File: src/rtl/credit_tx_stage.sv
// credit_tx_stage: one register level of the forward link plus credit-return path.
// Valid and credit bits reset; data does not, so it stays prunable.
module credit_tx_stage #(
   parameter int DATA_WIDTH = 32
) (
   input  logic                  clk,
   input  logic                  reset,
   input  logic                  in_valid,
   input  logic [DATA_WIDTH-1:0] in_data,
   input  logic                  in_credit,
   (* keep = "true" *) output logic                  out_valid,
   (* keep = "true" *) output logic [DATA_WIDTH-1:0] out_data,
   (* keep = "true" *) output logic                  out_credit
);
   always_ff @(posedge clk) begin
      if (reset) begin
         out_valid  <= 1'b0;
         out_credit <= 1'b0;
      end else begin
         out_valid  <= in_valid;
         out_credit <= in_credit;
      end
   end
   always_ff @(posedge clk) out_data <= in_data;
endmodule

File: src/rtl/relay_credit_tx.sv
// relay_credit_tx: credit-based sender relaying an FWFT FIFO over a LEVEL-deep registered link.
// Credit round trip is 2*LEVEL+1 cycles; the counter saturates and flags overflow on excess credit.
module relay_credit_tx #(
   parameter int DATA_WIDTH = 32,
   parameter int LEVEL      = 2,
   parameter int CREDITS    = 6
) (
   input  logic                         clk,
   input  logic                         reset,
   input  logic                         if_empty_n,
   input  logic                         if_read_ce,
   output logic                         if_read,
   input  logic [DATA_WIDTH-1:0]        if_dout,
   output logic                         link_valid,
   output logic [DATA_WIDTH-1:0]        link_data,
   input  logic                         link_credit,
   output logic [$clog2(CREDITS+1)-1:0] credit_cnt,
   output logic                         credit_overflow
);
   localparam int CNT_WIDTH = $clog2(CREDITS+1);
   localparam logic [CNT_WIDTH-1:0] FULL = CNT_WIDTH'(CREDITS);
   logic                  v [0:LEVEL];
   logic [DATA_WIDTH-1:0] d [0:LEVEL];
   logic                  c [0:LEVEL];
   logic                  credit_ret;
   logic                  excess;
   logic [CNT_WIDTH-1:0]  cnt_next;
   assign v[0] = if_read;
   assign d[0] = if_dout;
   assign c[0] = link_credit;
   for (genvar i = 0; i < LEVEL; i++) begin : g_stage
      credit_tx_stage #(.DATA_WIDTH(DATA_WIDTH)) u_stage (
         .clk        (clk),
         .reset      (reset),
         .in_valid   (v[i]),
         .in_data    (d[i]),
         .in_credit  (c[i]),
         .out_valid  (v[i+1]),
         .out_data   (d[i+1]),
         .out_credit (c[i+1])
      );
   end
   assign link_valid = v[LEVEL];
   assign link_data  = d[LEVEL];
   assign credit_ret = c[LEVEL];
   // reset gating keeps the pop strobe quiet while reset is held
   always_comb begin
      if_read  = if_empty_n & if_read_ce & (credit_cnt != '0) & ~reset;
      excess   = credit_ret & ~if_read & (credit_cnt == FULL);
      cnt_next = excess ? FULL : credit_cnt - CNT_WIDTH'(if_read) + CNT_WIDTH'(credit_ret);
   end
   always_ff @(posedge clk) begin
      if (reset) begin
         credit_cnt      <= FULL;
         credit_overflow <= 1'b0;
      end else begin
         credit_cnt      <= cnt_next;
         credit_overflow <= credit_overflow | excess;
      end
   end
endmodule

File: config.mk
export PLATFORM = sky130hd
export DESIGN_NAME = relay_credit_tx
export DESIGN_NICKNAME = d
export VERILOG_FILES = /design/src/rtl/credit_tx_stage.sv /design/src/rtl/relay_credit_tx.sv
export SDC_FILE = /design/constraint.sdc
export NUM_CORES = 1
export LEC_CHECK = 0
export CAP_MARGIN = 20
export CORE_ASPECT_RATIO = 1.5
export CORE_MARGIN = 2
export CORE_UTILIZATION = 30
export DETAILED_ROUTE_END_ITERATION = 8
export GPL_TIMING_DRIVEN = 0
export PLACE_DENSITY = 0.65
export SYNTH_ARGS = -nofsm -noshare
export SYNTH_HDL_FRONTEND = slang
export SYNTH_HIERARCHICAL = 1
export SYNTH_SLANG_ARGS = --single-unit
File: constraint.sdc
create_clock -name clk -period 3.3 [get_ports clk]
set_clock_uncertainty 0.1 [all_clocks]
set_input_delay 0.66 -clock clk [delete_from_list [all_inputs] [get_ports clk]]
set_output_delay 0.66 -clock clk [all_outputs]
set_load 0.005 [all_outputs]
==> results of run 1 <==
flip-flops by register name (all words and copies together), names as in the netlist:
register                    count
credit_overflow                 1
credit_cnt                      3
g_stage.u_stage/out_data       64
g_stage.u_stage/out_valid       2
g_stage.u_stage/out_credit      2
stage by stage:
stage | cell area (um^2) | TNS, ns | worst slack (ns)
6_report | 2670 | 0 | 0.115
5_1_grt | 2670 | 0 | 0.0394
4_1_cts | 2670 | 0 | 0.129
3_5_place_dp | 2450 | -0.228 | -0.228
3_3_place_gp | 2450 | -0.0694 | -0.0694
2_1_floorplan | 1620 | 0 | 0.536
logic make-up (layout without fill, tap and decap cells):
logic type | count (synthesis) | count (layout) | share of synthesized area, %
AOI/OAI and AO/OA | 4 | 4 | 1.70
DFF | 72 | 72 | 89.0
buffers and inverters | 4 | 94 | 0.926
adders and majority gates | 4 | 4 | 3.55
and+or+nand+nor | 14 | 14 | 4.86
critical path: stages:
cell and delay, ns:
clkdlybuf4s50_1 0.53, or3_1 0.44, ha_1 0.31, inv_1 0.06, ha_1 0.14, inv_1 0.05
fa_1 0.40, nand2b_1 0.19, o211a_1 0.21, or3_1 0.30
Yosys cell counts:
master / count / area share (%)
nand2b_1: 2 / 0.77
and2_1: 1 / 0.39
nand2_1: 2 / 0.46
nor3_1: 1 / 0.31
fa_1: 1 / 1.2
inv_1: 4 / 0.93
a31oi_1: 2 / 0.77
o211a_1: 1 / 0.62
nor2_1: 1 / 0.23
nor2b_1: 5 / 1.9
or3_1: 2 / 0.77
a21oi_1: 1 / 0.31
ha_1: 3 / 2.3
dfxtp_1: 72 / 89
power by group:
part | switching [W] | leakage, nW | internal [W] | total [W]
clock | 0.000295 | 0.112 | 0.000442 | 0.000737
sequential | 0.0000182 | 0.606 | 0.000917 | 0.000936
combinational | 0.0000278 | 0.375 | 0.0000899 | 0.000118
total | 0.000341 | 1.09 | 0.00145 | 0.00179
layout make-up:
class / instances / area (um^2)
repair buffers: 74 / 741
well taps: 68 / 85.1
fillers: 458 / 2500
clock buffers: 10 / 138
inverters: 4 / 15.0
flip-flops and latches: 72 / 1440
multi-input cells: 22 / 164
clock inverters: 6 / 82.6
cells in the final DEF, fill, tap and decap left out:
cell type,count
clkdlybuf4s50_1,74
dfxtp_1,72
clkbuf_8,10
nor2b_1,5
inv_1,4
ha_1,3
clkinv_2,3
nand2_1,2
or3_1,2
a31oi_1,2
nand2b_1,2
bufinv_16,2
nor3_1,1
a21oi_1,1
o211a_1,1
nor2_1,1
and2_1,1
fa_1,1
clkinvlp_4,1
how the worst max path moves through the flow:
| stage | from | endpoint | slack, ns |
|---|---|---|---|
| after floorplan | reset | credit_cnt[2] | 0.54 |
| after global placement | reset | credit_cnt[2] | -0.07 |
| after detailed placement | reset | credit_cnt[2] | -0.23 |
| after CTS | reset | credit_cnt[2] | 0.13 |
| after global routing | reset | credit_cnt[2] | 0.04 |
| final | reset | credit_cnt[2] | 0.12 |
metal layers:
metal | global-route usage [%] | vias to the layer above
met5 | 0 | -
met4 | 6.52 | 0
met3 | 6.71 | 4
met2 | 17.7 | 51
met1 | 8.45 | 437
li1 | - | 477
==> reports/metrics.cfg, run 1 <==
[run_status]
status=complete, no violations

[yosys]
synth_nets=139
synth.avg_cell_area_um2=16.5
yosysUniqueCellTypes=14
yosys_warnings=6
syn-instance-count=98
synth_area_mm2=0.00162
seq_area_frac_synth_pct=89.0
ys_ff_latch=72

[clocking]
cts_setup_buffers=0
clk-insertion-delay-late_ns=0.32
clkTransAtPathRegs_ns=0.07
numCtsBuffers=9
ctsHoldBuffers=0
cts_root_buf=clkbuf_8
clk_path_buf_depth=2
ctsHtreeMaxLevel=3
post_cts_resized=0
clock_sinks=72
cts_tree=done

[drt]
routed_via_density=3.79
route.vias.total=969
avgRoutedWirePerCell_um=11.1
routed-wl-met3_um=328
wirelength_um=2850
m1WireLength_um=933
drt_iter0_markers=32
drc_errors=0
top_layer_used=met4
wl_met2_um=1550
dr.pass1.iters=3
antenna_left=0

[finish]
final_cell_count_no_fill=256
drive_above_1_share_pct=8.51
diodes=0
nets=224
finalCoreUtilization_pct=51.6
area_delta_synth_final_pct=64.6

[die]
core_area_mm2=0.00516
num_rows=32
io_pins=75
die_w_um=64.0
dieArea_mm2=0.00602
start_util_pct=31.4
die_h_um=94.0

[global_route]
grt_max_degree=13
grt_pass1_wl_um=4490
grt.total_usage_pct=10.3
antenna_found_initial=0
grt-ovfl-total=0
grt_pass1_vias=1063

[critical_path]
crit_type=input port to register
r2r_slack_ns=0.49
cp-start-kind=input port
cp.required_ns=3.41
r2r_end=credit_cnt[2]
rr_startpoint=credit_cnt[1]
end_kind=register
path_max_fanout=8
cp.arrival_ns=3.29
r2r_cells=10

[timing]
hold_viol=0
setup_viol=0
fin_crit_ns=3.18
whs_ns=0.229
timing.final.crit_share_pct=96.5
slew_viol_final=0
worstMarginPinSlew_ns=0.282
maxSlewHeadroom_pct=81.2
rsz0062_at_grt=false
fmaxAchievable_ghz=0.314

[worst_hold_path]
hold_class=register to register
min_from=g_stage[0].u_stage/out_data[7]
whs_path_depth=0
min_to=g_stage[1].u_stage/out_data[7]

[placement]
place_inst=240
numPortBuffers=74
gp_routability_congestion=0.639

[pwr]
power.total_w=0.00179
p_leak_nw=1.09
irDropWorstVdd_uv=332
p_per_area_mw_per_mm2=671

[run]
drv_cap=0

Note: power is estimated with default switching activity, not from simulation.
==> run 2: changes to the inputs <==
ABC_AREA = 0   (was default)
==> results of run 2 <==
The final DEF is identical to that of run 1; final timing and power are the same.
